==> src/rtl/fir_tdm_multiband_if.sv <==
// Sample, coefficient-write and result signals of the multiband TDM FIR.
interface fir_tdm_multiband_if #(
  parameter int unsigned DATA_W = 10,
  parameter int unsigned COEF_W = 10,
  parameter int unsigned TAPS   = 30,
  parameter int unsigned BANDS  = 4
);
  localparam int unsigned BAND_W = (BANDS > 1) ? $clog2(BANDS) : 1;
  localparam int unsigned ADDR_W = $clog2(TAPS);

  logic [DATA_W-1:0] fir_in;
  logic              in_valid;
  logic              in_ready;
  logic [BAND_W-1:0] band_sel;
  logic              coef_we;
  logic [BAND_W-1:0] coef_band;
  logic [ADDR_W-1:0] coef_addr;
  logic [COEF_W-1:0] coef_data;
  logic              coef_err;
  logic [DATA_W-1:0] fir_out;
  logic              out_valid;

  modport master (
    output fir_in, in_valid, band_sel, coef_we, coef_band, coef_addr, coef_data,
    input  in_ready, coef_err, fir_out, out_valid
  );

  modport slave (
    input  fir_in, in_valid, band_sel, coef_we, coef_band, coef_addr, coef_data,
    output in_ready, coef_err, fir_out, out_valid
  );
endinterface

==> src/rtl/fir_tdm_multiband.sv <==
// Time-multiplexed FIR: one multiply-accumulate per cycle over a circular
// history, BANDS programmable coefficient sets, sign-magnitude in and out.
module fir_tdm_multiband #(
  parameter int unsigned DATA_W = 10,
  parameter int unsigned COEF_W = 10,
  parameter int unsigned TAPS   = 30,
  parameter int unsigned BANDS  = 4
) (
  input  logic               clk_slow,
  input  logic               rst,
  fir_tdm_multiband_if.slave bus
);
  localparam int unsigned BAND_W = (BANDS > 1) ? $clog2(BANDS) : 1;
  localparam int unsigned ADDR_W = $clog2(TAPS);
  localparam int unsigned MAG_W  = DATA_W - 1;
  localparam int unsigned PROD_W = DATA_W + COEF_W - 1;
  localparam int unsigned ACC_W  = PROD_W + $clog2(TAPS);
  localparam logic [ADDR_W-1:0]       LAST_TAP = ADDR_W'(TAPS - 1);
  localparam logic signed [ACC_W-1:0] SAT_POS  = ACC_W'((1 << (DATA_W - 1)) - 1);
  localparam logic signed [ACC_W-1:0] SAT_NEG  = -SAT_POS;

  typedef enum logic [1:0] {IDLE, MAC, OUT} state_t;

  state_t state, state_nxt;

  logic [DATA_W-1:0]        hist [TAPS];
  logic [COEF_W-1:0]        coef [BANDS][TAPS];
  logic [ADDR_W-1:0]        wptr, rptr, tap;
  logic [BAND_W-1:0]        band_q;
  logic signed [ACC_W-1:0]  acc;

  logic                     accept_c, mac_en_c, out_load_c;
  logic                     coef_ok_c, coef_wr_c, coef_drop_c;
  logic signed [DATA_W-1:0] x_tc_c;
  logic signed [COEF_W-1:0] c_tc_c;
  logic signed [PROD_W-1:0] prod_c;
  logic signed [ACC_W-1:0]  scaled_c;
  logic [DATA_W-1:0]        res_c;

  // Sign-magnitude to two's complement; -0 folds to 0.
  function automatic logic signed [DATA_W-1:0] data_to_tc(input logic [DATA_W-1:0] v);
    logic [DATA_W-1:0] mag;
    mag = {1'b0, v[DATA_W-2:0]};
    return v[DATA_W-1] ? $signed(-mag) : $signed(mag);
  endfunction

  function automatic logic signed [COEF_W-1:0] coef_to_tc(input logic [COEF_W-1:0] v);
    logic [COEF_W-1:0] mag;
    mag = {1'b0, v[COEF_W-2:0]};
    return v[COEF_W-1] ? $signed(-mag) : $signed(mag);
  endfunction

  // State register.
  always_ff @(posedge clk_slow) begin
    if (rst) state <= IDLE;
    else     state <= state_nxt;
  end

  // Next state: accept in IDLE, TAPS MAC cycles, one OUT cycle.
  always_comb begin
    state_nxt = state;
    case (state)
      IDLE:    if (bus.in_valid) state_nxt = MAC;
      MAC:     if (tap == LAST_TAP) state_nxt = OUT;
      OUT:     state_nxt = IDLE;
      default: state_nxt = IDLE;
    endcase
  end

  // Control strobes decoded from the current state.
  always_comb begin
    accept_c   = 1'b0;
    mac_en_c   = 1'b0;
    out_load_c = 1'b0;
    case (state)
      IDLE:    accept_c   = bus.in_valid;
      MAC:     mac_en_c   = 1'b1;
      OUT:     out_load_c = 1'b1;
      default: ;
    endcase
    coef_ok_c   = (32'(bus.coef_addr) < TAPS) && (32'(bus.coef_band) < BANDS);
    coef_wr_c   = bus.coef_we && coef_ok_c && (state == IDLE);
    coef_drop_c = bus.coef_we && coef_ok_c && (state != IDLE);
  end

  // Current tap product.
  always_comb begin
    x_tc_c = data_to_tc(hist[rptr]);
    c_tc_c = coef_to_tc(coef[band_q][tap]);
    prod_c = PROD_W'(x_tc_c) * PROD_W'(c_tc_c);
  end

  // Scale by the coefficient binary point (floor), saturate, back to sign-magnitude.
  always_comb begin
    scaled_c = acc >>> (COEF_W - 1);
    if (scaled_c > SAT_POS)     res_c = {1'b0, MAG_W'(SAT_POS)};
    else if (scaled_c < SAT_NEG) res_c = {1'b1, MAG_W'(SAT_POS)};
    else if (scaled_c[ACC_W-1])  res_c = {1'b1, MAG_W'(-scaled_c)};
    else                         res_c = {1'b0, MAG_W'(scaled_c)};
  end

  // Datapath, coefficient store and registered outputs.
  always_ff @(posedge clk_slow) begin
    if (rst) begin
      for (int t = 0; t < TAPS; t++) hist[t] <= '0;
      for (int b = 0; b < BANDS; b++)
        for (int t = 0; t < TAPS; t++) coef[b][t] <= '0;
      wptr          <= '0;
      rptr          <= '0;
      tap           <= '0;
      band_q        <= '0;
      acc           <= '0;
      bus.fir_out   <= '0;
      bus.out_valid <= 1'b0;
      bus.coef_err  <= 1'b0;
      bus.in_ready  <= 1'b1;
    end else begin
      bus.out_valid <= out_load_c;
      bus.coef_err  <= coef_drop_c;
      bus.in_ready  <= (state_nxt == IDLE);
      if (coef_wr_c) coef[bus.coef_band][bus.coef_addr] <= bus.coef_data;
      if (accept_c) begin
        hist[wptr] <= bus.fir_in;
        band_q     <= bus.band_sel;
        acc        <= '0;
        rptr       <= wptr;
        tap        <= '0;
        wptr       <= (wptr == LAST_TAP) ? '0 : wptr + ADDR_W'(1);
      end
      if (mac_en_c) begin
        acc  <= acc + ACC_W'(prod_c);
        tap  <= tap + ADDR_W'(1);
        rptr <= (rptr == '0) ? LAST_TAP : rptr - ADDR_W'(1);
      end
      if (out_load_c) bus.fir_out <= res_c;
    end
  end
endmodule

==> src/flat_wrapper.sv <==
// flat-port wrapper written by rule: the top's interface ports become plain ports
module fir_tdm_multiband_flat 
#(
  parameter int unsigned DATA_W = 10,
  parameter int unsigned COEF_W = 10,
  parameter int unsigned TAPS   = 30,
  parameter int unsigned BANDS  = 4
)
  (clk_slow, rst, bus_fir_in, bus_in_valid, bus_band_sel, bus_coef_we, bus_coef_band, bus_coef_addr, bus_coef_data, bus_in_ready, bus_coef_err, bus_fir_out, bus_out_valid);
  fir_tdm_multiband_if #(.DATA_W(DATA_W), .COEF_W(COEF_W), .TAPS(TAPS), .BANDS(BANDS)) bus_i ();
  input  logic clk_slow;
  input  logic rst;
  input wire logic [$bits(bus_i.fir_in)-1:0] bus_fir_in;
  input wire logic [$bits(bus_i.in_valid)-1:0] bus_in_valid;
  input wire logic [$bits(bus_i.band_sel)-1:0] bus_band_sel;
  input wire logic [$bits(bus_i.coef_we)-1:0] bus_coef_we;
  input wire logic [$bits(bus_i.coef_band)-1:0] bus_coef_band;
  input wire logic [$bits(bus_i.coef_addr)-1:0] bus_coef_addr;
  input wire logic [$bits(bus_i.coef_data)-1:0] bus_coef_data;
  output wire logic [$bits(bus_i.in_ready)-1:0] bus_in_ready;
  output wire logic [$bits(bus_i.coef_err)-1:0] bus_coef_err;
  output wire logic [$bits(bus_i.fir_out)-1:0] bus_fir_out;
  output wire logic [$bits(bus_i.out_valid)-1:0] bus_out_valid;
  assign bus_i.fir_in = bus_fir_in;
  assign bus_i.in_valid = bus_in_valid;
  assign bus_i.band_sel = bus_band_sel;
  assign bus_i.coef_we = bus_coef_we;
  assign bus_i.coef_band = bus_coef_band;
  assign bus_i.coef_addr = bus_coef_addr;
  assign bus_i.coef_data = bus_coef_data;
  assign bus_in_ready = bus_i.in_ready;
  assign bus_coef_err = bus_i.coef_err;
  assign bus_fir_out = bus_i.fir_out;
  assign bus_out_valid = bus_i.out_valid;
  fir_tdm_multiband #(.DATA_W(DATA_W), .COEF_W(COEF_W), .TAPS(TAPS), .BANDS(BANDS)) u_core (.clk_slow(clk_slow), .rst(rst), .bus(bus_i));
endmodule
==> config.mk <==
export PLATFORM = sky130hd
export DESIGN_NAME = fir_tdm_multiband_flat
export DESIGN_NICKNAME = d
export VERILOG_FILES = /design/src/rtl/fir_tdm_multiband_if.sv /design/src/rtl/fir_tdm_multiband.sv /design/src/flat_wrapper.sv
export SDC_FILE = /design/constraint.sdc
export NUM_CORES = 2
export LEC_CHECK = 0
export BUFFER_PORTS_ARGS = -buffer_cell sky130_fd_sc_hd__buf_2
export CORE_ASPECT_RATIO = 2
export CORE_MARGIN = 1
export CORE_UTILIZATION = 54
export DETAILED_ROUTE_END_ITERATION = 7
export PLACE_DENSITY = 0.72
export SYNTH_ARGS = -nofsm -noshare
export SYNTH_HDL_FRONTEND = slang
export SYNTH_SLANG_ARGS = --single-unit
==> constraint.sdc <==
create_clock -name clk_slow -period 10.3 [get_ports clk_slow]
set_clock_uncertainty 0.1 [all_clocks]
set_input_delay 1.545 -clock clk_slow [delete_from_list [all_inputs] [get_ports clk_slow]]
set_output_delay 1.545 -clock clk_slow [all_outputs]
set_load 0.03 [all_outputs]
==> results.txt <==
The clock transition time at the flip-flop clock pins of the worst setup and hold paths came out at 0.06 ns. The site row count is about 200. The final estimated routing congestion in global placement came out at about 0.96. The share of final-layout standard cells stronger than drive strength 1 came out at 20.2%. The synthesized design contains around 1.6k register bits. The total power per unit cell area is 302 nW/µm². The cell count after synthesis came out at about 5.6k. With fillers left out, the area of the finished cells amounts to between 80,000 and 90,000 µm². The initial antenna violation count is 8. The horizontal extent of the die came out at around 270 µm. Clock tree synthesis selected as its root buffer the cell sky130_fd_sc_hd__clkbuf_16. The highest clock rate is 0.0998 GHz. The largest net degree at the start of global routing came out at 85.

Setup violations remaining at the end of the flow were counted as 0. The maximum clock insertion buffer count came out at 4. The critical setup path kind is flop to flop. The total cell area at the placement stage came out at 81,300 µm².

TritonCTS built the clock tree. The combinational group share of total power came out at between 50% and 60%. The count of vias placed by the detailed router came out at ~46k. The beginning of the worst register-to-register path is u_core.tap[0]. Measured along the y axis, the die boundary spans between 500 and 600 µm. Internal power comes to about 0.016 W. The average instance in the mapped netlist occupies between 10 and 15 µm².

The transition time of the tightest slew-check pin came out at 1.28 ns. The final cell count without fillers is 7,595. The HPWL after detailed placement is approximately 160,000 µm. The net switching share of the total power is between 30% and 40%. The data arrival at the endpoint of the critical path is ~11 ns. The hold path depth is 2.

In the layout the commonest cells are 1,520 x sky130_fd_sc_hd__edfxtp_1, 1,519 x sky130_fd_sc_hd__and2_1, 377 x sky130_fd_sc_hd__mux4_2. The final count of hold timing violations is 0. The die covers between 100,000 and 150,000 µm².

The path depth of the worst reg2reg path came out at 44. The fraction of the yosys area taken by sequential cells is 59.5%. Of all nets on the critical path, the largest fanout is 32.

For this configuration, the core starts out at a cell density of between 50% and 60%. The core outline area came out at 145,000 µm². The via count of the first global-routing pass is 48.0k. The worst setup margin came out at between 0.2 and 0.3 ns. The wire length of the first global-routing pass came out at roughly 320,000 µm.

The net count of the finished layout came out at 5,797. The number of distinct library cells after synthesis came out at 99. The setup check on the worst reg-to-reg path leaves a slack of about 0.28 ns. STA classifies the critical path endpoint as a flop. The total nets after synthesis came out at a little under 6k. The number of max-slew violations in the final report is 0. The endpoint identified for the worst register-to-register timing path is u_core.acc[22]. For this run, the number of Yosys warnings is 0. The iteration count of the initial detailed-routing pass is 6.

The count of boundary I/O pins came out at between 40 and 50. STA classifies the critical path startpoint as a flop. The final critical-path required period came out at between 10 and 15 ns. The total wire length after detailed routing came out at roughly 220,000 µm. The critical path ends at u_core.acc[22].

The area growth from synthesis to layout is 9.39%. The H-tree level count came out at 4. Across the run, the number of max-cap violations was 0. The number of enable-type register cells in the synthesized netlist came out at around 1.5k. Timing analysis after detailed placement gives a worst setup slack of -0.0823 ns. The sequential share of power came out at 28.3%. TritonCTS created approximately 140 clock buffers. The required time reported for the critical path endpoint came out at around 11 ns.

The later pin in the worst-skew pair is clocked with a latency of 0.80 ns. Leaving out fill and tap cells, the most frequent cell in the layout is sky130_fd_sc_hd__edfxtp_1. In the final routed layout, each cell accounts on average for 29.1 µm. On the critical path, the stage with the largest delay is an instance of sky130_fd_sc_hd__dfxtp_4. The clock network power share came out at about a fifth.

The startpoint of the most critical setup path is u_core.tap[0]. The synthesized cell area is 78,800 µm². The sum of negative setup slack came out at 0 ns.

The largest voltage drop on the vdd net came out at around 1.1 mV. The largest incremental delay on the critical path came out at about 0.66 ns. The top flip-flop cell by instance count after synthesis is sky130_fd_sc_hd__edfxtp_1. Global routing finished with a remaining overflow of 0. In this run the tightest slew margin relative to its limit is 14.6%.

The detail route stage leaves a number of antenna-violating nets equal to 0. The sink count of the clock tree came out at 1,583. The worst hold path belongs to the class flop to flop. The share of the clock period used by the worst path came out at a little over nine tenths. The async set-reset flop share out of synthesis is 0%.

For this run, design rule violations remaining after detail routing come to 0. Global routing consumed, over all layers together, a little under a third of the routing resources. The flow ran to the end, and the final reports show no timing, DRC or antenna violations. Counting tap cells, the placed design contains a total of between 7k and 8k instances. The per-cell via count in the routed design is 6.04. In this run the tool buffered the top-level ports with 45 buffer cells. The number of DRC markers after the initial detailed-route iteration is ~4.1k. The static power due to leakage is ~32 nW. The analysis attributes to net switching a power of 0.00974 W.
==> how the worst min path moves through the flow <==
stage	start	to	slack [ns]
2_1_floorplan	u_core.band_q[0]	flop	0.34
3_3_place_gp	u_core.acc[3]	u_core.acc[3]	0.36
3_5_place_dp	u_core.acc[0]	u_core.acc[0]	0.37
4_1_cts	u_core.acc[0]	u_core.acc[0]	0.38
5_1_grt	u_core.acc[0]	u_core.acc[0]	0.39
6_report	u_core.acc[0]	u_core.acc[0]	0.38
==> what timing repair did <==
action | 4_1_cts | 5_1_grt
gates cloned | 0 | 2
endpoints found under the setup margin | 2 | 7
hold buffers | 0 | 0
setup buffers | 0 | 26
pin swaps | 0 | 7
resized for setup | 3 | 38
==> power groups by stage <==
| stage | sequential [W] | clock [W] | combinational (W) |
|---|---|---|---|
| finish | 0.00737 | 0.00533 | 0.0133 |
| global route | 0.00739 | 0.00555 | 0.0149 |
| CTS | 0.00737 | 0.00535 | 0.0132 |
| detailed placement | 0.00751 | 0 | 0.0131 |
| global placement | 0.00750 | 0 | 0.0129 |
| floorplan | 0.00745 | 0 | 0.00925 |
==> worst max-delay path, delay by kind of cell (launching register included) <==
family	cells	cell delay, ns
compound gates	17	3.57
fa+ha+maj	7	3.10
simple gates	9	1.16
buf+inv	9	0.91
flops	1	0.66
xor+xnor	2	0.32
==> sequential cells by signal (all words and copies together), names as in the netlist, named ones only <==
name                  flops
u_core.rptr               5
u_core.state              2
u_core.tap                5
u_core.acc               24
u_core.bus.in_ready       1
u_core.hist             320
u_core.band_q             2
u_core.bus.coef_err       1
u_core.bus.fir_out       10
u_core.coef            1200
u_core.bus.out_valid      1
u_core.wptr               5
==> metal layers <==
metal	vias up	track usage [%]	part of all wire [%]
li1	19900	-	-
met1	23300	29.6	31
met2	1911	55.7	54
met3	766	4.00	5.7
met4	2	25.1	10
met5	-	0	0.0059
==> kinds of logic after synthesis <==
| group | after synthesis | share of synthesized area [%] |
|---|---|---|
| compound gates | 322 | 2.85 |
| xor+xnor | 62 | 0.708 |
| fa+ha+maj | 171 | 3.55 |
| buf+inv | 664 | 3.92 |
| flops | 1583 | 59.5 |
| mux | 482 | 12.5 |
| simple gates | 2319 | 17.0 |
==> cell type report <==
cell class                      instances  area, µm²
Antenna cell                            5       12.5
Clock buffer                          175       3850
Clock inverter                         68        629
Fill cell                           11100      58900
Inverter                              164        616
Multi-Input combinational cell       3356      29000
Sequential cell                      1583      46900
Tap cell                             1900       2380
Timing Repair Buffer                  344       2830
==> cell usage after synthesis, types with 8 or more instances <==
| cell | instances | share of area, % |
|---|---|---|
| sky130_fd_sc_hd__and2_1 | 1520 | 12 |
| sky130_fd_sc_hd__edfxtp_1 | 1520 | 58 |
| sky130_fd_sc_hd__clkbuf_1 | 380 | 1.8 |
| sky130_fd_sc_hd__mux4_2 | 377 | 11 |
| sky130_fd_sc_hd__nor2_1 | 269 | 1.3 |
| sky130_fd_sc_hd__nand2_1 | 185 | 0.88 |
| sky130_fd_sc_hd__inv_1 | 159 | 0.76 |
| sky130_fd_sc_hd__or2_2 | 151 | 1.2 |
| sky130_fd_sc_hd__fa_1 | 88 | 2.2 |
| sky130_fd_sc_hd__ha_1 | 83 | 1.3 |
| sky130_fd_sc_hd__a21oi_1 | 75 | 0.48 |
| sky130_fd_sc_hd__mux2i_1 | 72 | 0.91 |
| sky130_fd_sc_hd__dfxtp_1 | 63 | 1.6 |
| sky130_fd_sc_hd__o21ai_0 | 46 | 0.29 |
| sky130_fd_sc_hd__nor2b_1 | 40 | 0.32 |
| sky130_fd_sc_hd__buf_2 | 39 | 0.25 |
| sky130_fd_sc_hd__xnor2_1 | 39 | 0.43 |
| sky130_fd_sc_hd__a22oi_1 | 33 | 0.31 |
| sky130_fd_sc_hd__nand3_1 | 28 | 0.18 |
| sky130_fd_sc_hd__nand2b_1 | 25 | 0.20 |
| sky130_fd_sc_hd__buf_4 | 22 | 0.21 |
| sky130_fd_sc_hd__nor3_1 | 22 | 0.14 |
| sky130_fd_sc_hd__xor2_1 | 21 | 0.23 |
| sky130_fd_sc_hd__a211oi_1 | 20 | 0.19 |
| sky130_fd_sc_hd__buf_6 | 20 | 0.29 |
| sky130_fd_sc_hd__o22ai_1 | 16 | 0.13 |
| sky130_fd_sc_hd__a31oi_1 | 15 | 0.12 |
| sky130_fd_sc_hd__buf_1 | 15 | 0.071 |
| sky130_fd_sc_hd__mux4_1 | 15 | 0.50 |
| sky130_fd_sc_hd__a221oi_1 | 14 | 0.16 |
| sky130_fd_sc_hd__and3_1 | 14 | 0.11 |
| sky130_fd_sc_hd__nand4_1 | 13 | 0.10 |
| sky130_fd_sc_hd__buf_12 | 12 | 0.30 |
| sky130_fd_sc_hd__mux2_2 | 12 | 0.17 |
| sky130_fd_sc_hd__a21o_1 | 11 | 0.10 |
| sky130_fd_sc_hd__o211ai_1 | 9 | 0.086 |
| sky130_fd_sc_hd__o21ai_1 | 9 | 0.057 |
| sky130_fd_sc_hd__or3_1 | 9 | 0.071 |
| sky130_fd_sc_hd__buf_8 | 8 | 0.15 |
| sky130_fd_sc_hd__nor4_1 | 8 | 0.063 |
==> per-stage QoR <==
step                      hold slack [ns]  power, W  util, %
after floorplan                     0.336    0.0167        -
after CTS                           0.379    0.0260     59.1
after detailed placement            0.370    0.0207     56.0
after global placement              0.357    0.0204     56.0
final                               0.379    0.0260     59.4
after global routing                0.390    0.0278     59.4
Power figures use the tool's default switching activity.
